<file path="src/rtl/mips_isa_pkg.sv">
// ============================================================================
// mips_isa_pkg : instruction kinds, MIPS opcode/funct constants, loader states
// Revision     : 1.0  initial release
// ============================================================================
`default_nettype none

package mips_isa_pkg;

  typedef enum logic [3:0] {
    KIND_ADD  = 4'd0,
    KIND_SUB  = 4'd1,
    KIND_AND  = 4'd2,
    KIND_OR   = 4'd3,
    KIND_SLL  = 4'd4,
    KIND_SRL  = 4'd5,
    KIND_SLT  = 4'd6,
    KIND_ADDI = 4'd7,
    KIND_ANDI = 4'd8,
    KIND_ORI  = 4'd9,
    KIND_LW   = 4'd10,
    KIND_SW   = 4'd11,
    KIND_BEQ  = 4'd12,
    KIND_BNE  = 4'd13
  } op_kind_e;

  localparam logic [5:0] OPC_RTYPE = 6'h00;
  localparam logic [5:0] OPC_ADDI  = 6'h08;
  localparam logic [5:0] OPC_ANDI  = 6'h0C;
  localparam logic [5:0] OPC_ORI   = 6'h0D;
  localparam logic [5:0] OPC_LW    = 6'h23;
  localparam logic [5:0] OPC_SW    = 6'h2B;
  localparam logic [5:0] OPC_BEQ   = 6'h04;
  localparam logic [5:0] OPC_BNE   = 6'h05;

  localparam logic [5:0] FN_ADD = 6'h20;
  localparam logic [5:0] FN_SUB = 6'h22;
  localparam logic [5:0] FN_AND = 6'h24;
  localparam logic [5:0] FN_OR  = 6'h25;
  localparam logic [5:0] FN_SLT = 6'h2A;
  localparam logic [5:0] FN_SLL = 6'h00;
  localparam logic [5:0] FN_SRL = 6'h02;

  // Zero words appended after a session when pipeline-flush padding is built in
  localparam int NOP_PAD = 3;

  typedef enum logic [1:0] {
    ST_IDLE   = 2'd0,
    ST_ACTIVE = 2'd1,
    ST_DRAIN  = 2'd2,
    ST_DONE   = 2'd3
  } load_state_e;

  function automatic logic [31:0] enc_r(input logic [4:0] rs, input logic [4:0] rt,
                                        input logic [4:0] rd, input logic [4:0] shamt,
                                        input logic [5:0] funct);
    return {OPC_RTYPE, rs, rt, rd, shamt, funct};
  endfunction

  function automatic logic [31:0] enc_i(input logic [5:0] opc, input logic [4:0] rs,
                                        input logic [4:0] rt, input logic [15:0] imm);
    return {opc, rs, rt, imm};
  endfunction

endpackage

`default_nettype wire

</file>
<file path="src/rtl/instr_encode.sv">
// ============================================================================
// instr_encode : combinational symbolic instruction -> 32-bit MIPS word
// Revision     : 1.0  initial release
// ============================================================================
`default_nettype none

module instr_encode
  import mips_isa_pkg::*;
(
  input  logic [3:0]  kind,
  input  logic [4:0]  rs,
  input  logic [4:0]  rt,
  input  logic [4:0]  rd,
  input  logic [4:0]  shamt,
  input  logic [15:0] imm,
  output logic [31:0] word,
  output logic        illegal
);

  always_comb begin
    word    = '0;
    illegal = 1'b0;
    case (kind)
      KIND_ADD:  word = enc_r(rs, rt, rd, 5'd0, FN_ADD);
      KIND_SUB:  word = enc_r(rs, rt, rd, 5'd0, FN_SUB);
      KIND_AND:  word = enc_r(rs, rt, rd, 5'd0, FN_AND);
      KIND_OR:   word = enc_r(rs, rt, rd, 5'd0, FN_OR);
      KIND_SLT:  word = enc_r(rs, rt, rd, 5'd0, FN_SLT);
      // Shifts take their operand from rt; rs is architecturally zero
      KIND_SLL:  word = enc_r(5'd0, rt, rd, shamt, FN_SLL);
      KIND_SRL:  word = enc_r(5'd0, rt, rd, shamt, FN_SRL);
      KIND_ADDI: word = enc_i(OPC_ADDI, rs, rt, imm);
      KIND_ANDI: word = enc_i(OPC_ANDI, rs, rt, imm);
      KIND_ORI:  word = enc_i(OPC_ORI,  rs, rt, imm);
      KIND_LW:   word = enc_i(OPC_LW,   rs, rt, imm);
      KIND_SW:   word = enc_i(OPC_SW,   rs, rt, imm);
      KIND_BEQ:  word = enc_i(OPC_BEQ,  rs, rt, imm);
      KIND_BNE:  word = enc_i(OPC_BNE,  rs, rt, imm);
      default:   illegal = 1'b1;
    endcase
  end

endmodule

`default_nettype wire

</file>
<file path="src/rtl/instr_encoder_loader.sv">
// ============================================================================
// instr_encoder_loader : streams encoded instructions into instruction memory
//                        (optional pipeline-flush padding: ENCODER_NOP_PAD_EN)
// Revision             : 1.0  initial release
// ============================================================================
`default_nettype none

module instr_encoder_loader
  import mips_isa_pkg::*;
#(
  parameter int ADDR_W    = 8,
  parameter int DEPTH     = 256,
  parameter int BASE_ADDR = 0
) (
  input  logic              clk,
  input  logic              reset_n,
  input  logic              load_start,
  input  logic              load_end,
  input  logic              op_valid,
  output logic              op_ready,
  input  logic [3:0]        op_kind,
  input  logic [4:0]        op_rs,
  input  logic [4:0]        op_rt,
  input  logic [4:0]        op_rd,
  input  logic [4:0]        op_shamt,
  input  logic [15:0]       op_imm,
  output logic              imem_we,
  input  logic              imem_ready,
  output logic [ADDR_W-1:0] imem_addr,
  output logic [31:0]       imem_wdata,
  output logic              load_busy,
  output logic              load_done,
  output logic [ADDR_W:0]   word_count,
  output logic              err_illegal
);

  localparam int CW = ADDR_W + 1;
  localparam logic [ADDR_W+1:0] c_depth = (ADDR_W+2)'(DEPTH);
  localparam logic [ADDR_W-1:0] c_base  = ADDR_W'(BASE_ADDR);

  load_state_e r_state;
  load_state_e w_state_nxt;

  logic [31:0]     w_word;
  logic            w_illegal;
  logic [ADDR_W+1:0] w_pending;
  logic [CW-1:0]   w_count_nxt;
  logic            w_complete;
  logic            w_slot_free;
  logic            w_accept;
  logic            w_full_nxt;
  logic            w_pad_issue;
  logic            w_enter_done;

  instr_encode u_encode (
    .kind    (op_kind),
    .rs      (op_rs),
    .rt      (op_rt),
    .rd      (op_rd),
    .shamt   (op_shamt),
    .imm     (op_imm),
    .word    (w_word),
    .illegal (w_illegal)
  );

  // Words committed plus the one in the write slot, if any
  assign w_pending   = (ADDR_W+2)'(word_count) + (ADDR_W+2)'(imem_we);
  assign w_complete  = imem_we & imem_ready;
  assign w_slot_free = ~imem_we | imem_ready;
  assign w_count_nxt = word_count + CW'(w_complete);
  assign w_full_nxt  = (ADDR_W+2)'(w_count_nxt) >= c_depth;

  assign op_ready = (r_state == ST_ACTIVE) && w_slot_free && (w_pending < c_depth)
                    && !load_start && !load_end;
  assign w_accept = op_valid & op_ready;
  assign load_busy = (r_state == ST_ACTIVE) || (r_state == ST_DRAIN);

`ifdef ENCODER_NOP_PAD_EN
  logic [1:0] r_pad_left;

  assign w_pad_issue = (r_state == ST_DRAIN) && w_slot_free && (r_pad_left != 2'd0)
                       && ((ADDR_W+2)'(w_count_nxt) < c_depth);

  always_ff @(posedge clk or negedge reset_n) begin
    if (!reset_n) begin
      r_pad_left <= 2'd0;
    end else if (load_start || ((r_state == ST_ACTIVE) && load_end)) begin
      r_pad_left <= 2'(NOP_PAD);
    end else if (w_pad_issue) begin
      r_pad_left <= r_pad_left - 2'd1;
    end
  end
`else
  assign w_pad_issue = 1'b0;
`endif

  always_comb begin
    w_state_nxt = r_state;
    if (load_start) begin
      w_state_nxt = ST_ACTIVE;
    end else begin
      case (r_state)
        ST_ACTIVE: begin
          if (w_full_nxt)    w_state_nxt = ST_DONE;
          else if (load_end) w_state_nxt = ST_DRAIN;
        end
        ST_DRAIN: begin
          if (w_slot_free && !w_pad_issue) w_state_nxt = ST_DONE;
        end
        default: w_state_nxt = r_state;
      endcase
    end
  end

  assign w_enter_done = (w_state_nxt == ST_DONE) && (r_state != ST_DONE);

  always_ff @(posedge clk or negedge reset_n) begin
    if (!reset_n) begin
      r_state     <= ST_IDLE;
    end else begin
      r_state     <= w_state_nxt;
    end
  end

  always_ff @(posedge clk or negedge reset_n) begin
    if (!reset_n) begin
      imem_we     <= 1'b0;
      imem_addr   <= c_base;
      imem_wdata  <= '0;
      word_count  <= '0;
      load_done   <= 1'b0;
      err_illegal <= 1'b0;
    end else if (load_start) begin
      // A new session abandons any write still sitting in the slot
      imem_we     <= 1'b0;
      imem_addr   <= c_base;
      word_count  <= '0;
      load_done   <= 1'b0;
      err_illegal <= 1'b0;
    end else begin
      if (w_complete) begin
        word_count <= w_count_nxt;
        imem_addr  <= imem_addr + ADDR_W'(1);
      end
      if (w_accept && !w_illegal) begin
        imem_we    <= 1'b1;
        imem_wdata <= w_word;
      end else if (w_pad_issue) begin
        imem_we    <= 1'b1;
        imem_wdata <= '0;
      end else if (w_complete) begin
        imem_we    <= 1'b0;
      end
      if (w_accept && w_illegal) err_illegal <= 1'b1;
      if (w_enter_done)          load_done   <= 1'b1;
    end
  end

endmodule

`default_nettype wire

</file>
<file path="config.mk">
export PLATFORM = sky130hd
export DESIGN_NAME = instr_encoder_loader
export DESIGN_NICKNAME = d
export VERILOG_FILES = /design/src/rtl/mips_isa_pkg.sv /design/src/rtl/instr_encode.sv /design/src/rtl/instr_encoder_loader.sv
export SDC_FILE = /design/constraint.sdc
export NUM_CORES = 1
export LEC_CHECK = 0
export BUFFER_PORTS_ARGS = -buffer_cell sky130_fd_sc_hd__buf_2
export CAP_MARGIN = 20
export CORE_ASPECT_RATIO = 0.75
export CORE_MARGIN = 5
export CORE_UTILIZATION = 53
export CTS_BUF_LIST = sky130_fd_sc_hd__clkbuf_16
export DETAILED_ROUTE_END_ITERATION = 12
export PLACE_DENSITY = 0.85
export SLEW_MARGIN = 20
export SYNTH_ARGS = -nofsm -noshare
export SYNTH_HDL_FRONTEND = slang
export SYNTH_SLANG_ARGS = --single-unit
</file>
<file path="constraint.sdc">
create_clock -name clk -period 4.3 [get_ports clk]
set_input_delay 0.43 -clock clk [delete_from_list [all_inputs] [get_ports clk]]
set_output_delay 0.43 -clock clk [all_outputs]
set_load 0.02 [all_outputs]
</file>
# [Word level (Yosys, flattened, before mapping)]
# Index checks and enable logic that the tools add are counted.
[classes] addsub=3 n_mul=0 n_div=0 n_lt_le_gt_ge=2 n_eq_ne=17 shift=0 muxes=18 bitwise_logic=5 reduce_logical=17
[op_table] operator="32-bit case mux with 14 select lines" count=1
[op_table] operator="4-bit equality test (second input constant)" count=6
[op_table] operator="9-bit two-way mux" count=2
[op_table] operator="4-bit by 3-bit equality test with 1-bit output (second input constant)" count=4
[op_table] operator="8-bit two-way mux" count=2
[op_table] operator="14-bit OR reduction" count=1
[op_table] operator="9-bit by 1-bit adder with 10-bit output" count=1
[op_table] operator="10-bit by 9-bit < comparator with 1-bit output (second input constant)" count=1
[op_table] operator="9-bit by 1-bit adder with 9-bit output" count=1
[op_table] operator="9-bit greater-or-equal comparator (second input constant)" count=1
[op_table] operator="8-bit by 1-bit adder with 8-bit output (second input constant)" count=1
[op_table] operator="4-bit by 2-bit equality test with 1-bit output (second input constant)" count=2
[op_table] operator="1-bit two-way mux" count=8
[op_table] operator="2-bit two-way mux" count=4
[op_table] operator="1-bit logical AND" count=7
[op_table] operator="2-bit nonzero test" count=3
[op_table] operator="2-bit equality test (second input constant)" count=2
[op_table] operator="4-bit by 1-bit equality test with 1-bit output (second input constant)" count=1
[op_table] operator="4-bit logical NOT" count=1
[op_table] operator="2-bit case mux with 2 select lines" count=1
[op_table] operator="3-bit nonzero test" count=1
[op_table] operator="1-bit bitwise AND" count=2
[op_table] operator="2-bit by 1-bit equality test with 1-bit output (second input constant)" count=1
[op_table] operator="1-bit logical NOT" count=2
[op_table] operator="other kinds (5)" count=6
[totals] ff_bits=54 latch_bits=0 ramBits=0 romBits=0 in_bits=46 out_inout_bits=54 word_cells=69 mem_count=0

# [Longest topological paths before layout]
[logic_depth] ltp_word=10 ltp_mapped=9 ltp_nobuf=8

# [Modules after synthesis]
# A second synthesis with hierarchy kept.
[unflattened] cells_unflattened=283 area_unflattened_um2=2965.3
[modules_own_cells] module="instr_encoder_loader" instances=1 cells_each=195 area_each_um2=2373.5 seq_area_each_um2=1351.3
[modules_own_cells] module="instr_encode" instances=1 cells_each=88 area_each_um2=591.8 seq_area_each_um2=0.0

# [Worst setup path after synthesis]
# No wires, ideal clock.
[synth_path] path_kind="flip-flop to flip-flop" start="register imem_we" end="register r_state[0]" setup_time_ns=0.126 t_arrival_ns=2.000 required_time_ns=4.174 setup_slack_ns=2.174 stages_incl_launch_ff=9 n_path_buf=1 synth_period_minus_slack_ns=2.126 path_cell_list="dfrtp_1 > nand2_1 > inv_1 > clkbuf_1 > ha_1 > ha_1 > nand4_1 > xnor2_1 > a311o_1"
[synth_via] elab_chain_cells=6 elab_cells_between_ends=9 classes_between="add/sub (1); order compare (1); mux (4); bitwise (3)"
[synth_lines] item="start: declaration" line="instr_encoder_loader.sv:27" source="output logic imem_we,"
[synth_lines] item="start signal: assignment" line="instr_encoder_loader.sv:127" source="imem_we <= 1'b0;"
[synth_lines] item="start signal: assignment" line="instr_encoder_loader.sv:135" source="imem_we <= 1'b0;"
[synth_lines] item="start signal: assignment" line="instr_encoder_loader.sv:146" source="imem_we <= 1'b1;"
[synth_lines] item="1-bit bitwise AND" line="instr_encoder_loader.sv:68" source="assign w_complete = imem_we & imem_ready;"
[synth_lines] item="9-bit by 1-bit adder with 9-bit output" line="instr_encoder_loader.sv:70" source="assign w_count_nxt = word_count + CW'(w_complete);"
[synth_lines] item="9-bit greater-or-equal comparator" line="instr_encoder_loader.sv:71" source="assign w_full_nxt = (ADDR_W+2)'(w_count_nxt) >= c_depth;"
[synth_lines] item="2-bit two-way mux" line="instr_encoder_loader.sv:104" source="if (w_full_nxt) w_state_nxt = ST_DONE;"
[synth_lines] item="2-bit case mux with 2 select lines (*)" line="instr_encoder_loader.sv:102" source="case (r_state)"
[synth_lines] item="2-bit two-way mux (*)" line="instr_encoder_loader.sv:99" source="if (load_start) begin"
[synth_lines] item="named net w_state_nxt[0]" line="instr_encoder_loader.sv:42" source="load_state_e w_state_nxt;"
[synth_lines] item="end signal: assignment" line="instr_encoder_loader.sv:121" source="r_state <= w_state_nxt;"
[synth_lines] item="end: declaration" line="instr_encoder_loader.sv:41" source="load_state_e r_state;"
# Mark *: on every way through the listed nets, which the timed path passes. The rest lies on a longest branch.
# A chain may end at the register's enable or synchronous reset.

# [Worst setup path after layout]
[layout_path] start="register r_state[1]" end="register imem_wdata[28]"
[layout_via] elab_chain_cells=8
[layout_lines] item="2-bit by 1-bit equality test with 1-bit output" line="instr_encoder_loader.sv:73" source="assign op_ready = (r_state == ST_ACTIVE) && w_slot_free && (w_pending < c_depth)"
[layout_lines] item="1-bit logical AND (2 in series)" line="instr_encoder_loader.sv:73"
[layout_lines] item="1-bit logical AND (2 in series)" line="instr_encoder_loader.sv:74" source="&& !load_start && !load_end;"
[layout_lines] item="1-bit bitwise AND" line="instr_encoder_loader.sv:75" source="assign w_accept = op_valid & op_ready;"
[layout_lines] item="1-bit logical AND" line="instr_encoder_loader.sv:145" source="if (w_accept && !w_illegal) begin"
[layout_lines] item="2-bit AND reduction (no line)"
[layout_lines] item="end signal: assignment" line="instr_encoder_loader.sv:147" source="imem_wdata <= w_word;"
[layout_lines] item="end: declaration" line="instr_encoder_loader.sv:30" source="output logic [31:0] imem_wdata,"
# No other way between the ends.

==> run metrics <==
first-pass GRT wire length between 10000 and 15000 um; Layout Nets approximately 420; GRT overflow 0; Final Cell Area between 0.003 and 0.004 sq mm; Avg Synthesized Cell Area around 9.6 sq um; yosys warns 0; Distinct cells, synth 41; Hold Fails Final Rpt 0; Clock Skew 0.005208 ns; routed vias between 2k and 2.5k; routed wire length 6382 um; DRC 0; CP Capture Type register; CTS Buf Count 5; Cell Area, Synth ~0.0026 sq mm; Post-CTS Repair Setup Buffers 0; Max Clock Freq roughly 420 MHz; Peak VDD IR between 0.3 and 0.4 mV; initial core utilization a little over half; Final GP Congestion between 0.8 and 0.9; largest net degree at the start of global routing 53; Lkg Pwr between 0.0015 and 0.002 uW; CTS max path bufs 2; Setup TNS 0 ns; syn_nets 327; die width about 91 um; CP max FO 52; worst setup margin around 1.9 ns; CTS tree done; final setup fails 0; total track usage 19.89%; Rows 22; CTS sink cnt 52; placed cell area 0.003109 sq mm; CTS root buffer clkbuf_16; vias per cell ~5.4; outcome complete, no violations; RSZ-0062 raised after global routing false; Post-Syn Instances 274; Worst-path clk slew about 0.060 ns; setup slack after placement about 1.9 ns; EDFF count, synth 0; Setup CP Type register to register; FF/Latch Area ~0.0013 sq mm; multi-input logic area roughly 0.0012 sq mm; initial antenna violation count 0; first-pass iteration count of the detailed router 4; flop2flop setup slack between 1.5 and 2 ns; Core Box Area between 0.004 and 0.005 sq mm; Pins Over Slew Limit 0; WL/cell approximately 15 um; fin crit share ~56%; fill count 405; Antenna Cells 0; vias in the first global route 2225; Placed Cells around 420; Async S/R FF share, synth between 90% and 100%; post_cts resized 0; PortBufs 98; cts hold-fix bufs 0; P&R area growth vs syn 24.63%; worst hold path class input port to async pin; flip-flop and latch count after synthesis between 50 and 60; layout cells sized above 1 between 30% and 40%; Cell Count, Final, Fillers Out roughly 430; commonest non-fill, non-tap cell in the layout buf_2; sequential element share of the synthesized area just under 50%; Die ar. between 0.006 and 0.007 sq mm; arrival time of the worst setup path between 2 and 3 ns; Detail Route Antenna Nets 0; Worst-Margin Slew around 0.7 ns; Cell Pwr Density about 570 mW/mm^2; chip height 70.96 um; 1st-iter DRT viols ~130; Min Clock Period, post-route approximately 2.4 ns; most frequent cells in the layout 98 x buf_2, 52 x dfrtp_1, 31 x nor2_1; H-tree levels 2; critical path launch point r_state[1]$_DFF_PN0_; Most used DFF post-synth dfrtp_1; DP Wirelength approximately 4700 um; required time worst endpoint 4.48 ns; io pins 100; Slew headroom between 50% and 60%; Clock Latency Late Sink a little under 0.3 ns; startpoint class of the critical path register; R2R Path Start r_state[1]$_DFF_PN0_; Max Cap Violations 0
[sequential cells by signal (all words and copies together) (netlist names)]
register,count
err_illegal,1
imem_addr,8
imem_wdata,30
imem_we,1
load_done,1
r_state,2
word_count,9
[cells in the mapped netlist, drive strengths merged, types with 4 or more instances]
| master | n | area (sq um) |
|---|---|---|
| mux2 | 8 | 90.08 |
| clkbuf | 9 | 35.03 |
| nand2 | 23 | 86.33 |
| o21ai | 14 | 70.07 |
| a21oi | 24 | 120.1 |
| nor2 | 31 | 116.4 |
| dfrtp | 52 | 1301 |
| inv | 16 | 60.06 |
| nand4 | 8 | 50.05 |
| ha | 7 | 87.58 |
| nor3 | 5 | 25.02 |
| a31oi | 5 | 31.28 |
| xnor2 | 4 | 35.03 |
| nand3 | 10 | 50.05 |
| buf | 8 | 62.56 |
| a22oi | 11 | 82.58 |
| xor2 | 9 | 78.83 |
[path summary, 6_finish.rpt]
check	depth (start not counted)	end
setup / recovery	7	imem_wdata[28]$_DFFE_PN0P_
hold / removal	2	word_count[5]$_DFFE_PN0P_
setup reg to reg	7	imem_wdata[28]$_DFFE_PN0P_
hold reg to reg	1	imem_wdata[19]$_DFFE_PN0P_
max in group asynchronous	2	word_count[7]$_DFFE_PN0P_
min in group clk	2	imem_wdata[17]$_DFFE_PN0P_
[area by class of cell]
cell class,instances,share of cell area [%]
Sequential cell,52,39.76
Multi-Input combinational cell,189,35.67
Timing Repair Buffer,100,15.44
Clock buffer,5,3.823
Tap cell,60,2.294
Inverter,16,1.835
Clock inverter,3,1.185
[power by group]
group          leakage, uW  internal (uW)  total [uW]  switching (uW)
Clock            0.0000850            271         440             169
Sequential        0.000664            641         730            88.9
Combinational     0.000888            247         691             443
Total              0.00164           1160        1860             701
[cell families (layout without fill, tap and decap cells)]
logic type	Yosys count	after routing	synth area share, %
XOR/XNOR	13	13	4.335
AO/OA/AOI/OAI	66	66	15.15
other	1	1	0.1428
AND/OR/NAND/NOR	94	94	18.06
flip-flops	52	52	49.55
buffers and inverters	33	124	6.003
adder cells (fa/ha/maj)	7	7	3.335
multiplexers	8	8	3.430
[layer usage]
layer / vias up / wire length [um] / GRT usage, %
met5: - / 0 / 0
met4: 0 / 84 / 6.189
met3: 9 / 375 / 5.739
met2: 62 / 3104 / 31.76
met1: 1075 / 2818 / 26.34
li1: 1137 / - / -
[metrics by stage]
stage | power (uW) | util [%] | hold slack, ns
after floorplan | 1173 | - | 0.1344
after global placement | 1397 | 64.18 | 0.4652
after detailed placement | 1425 | 64.18 | 0.4775
after CTS | 1878 | 67.56 | 0.2686
after global routing | 1972 | 67.56 | 0.3204
final | 1860 | 67.56 | 0.2534
[worst max-delay path: stages (launching register included)]
cell and delay [ns]:
dfrtp_1 0.44, inv_1 0.09, ha_1 0.32, nor4b_4 0.27
nand3_1 0.15, nor4_4 0.16, buf_4 0.45, mux2_2 0.39
Power figures use the tool's default switching activity.
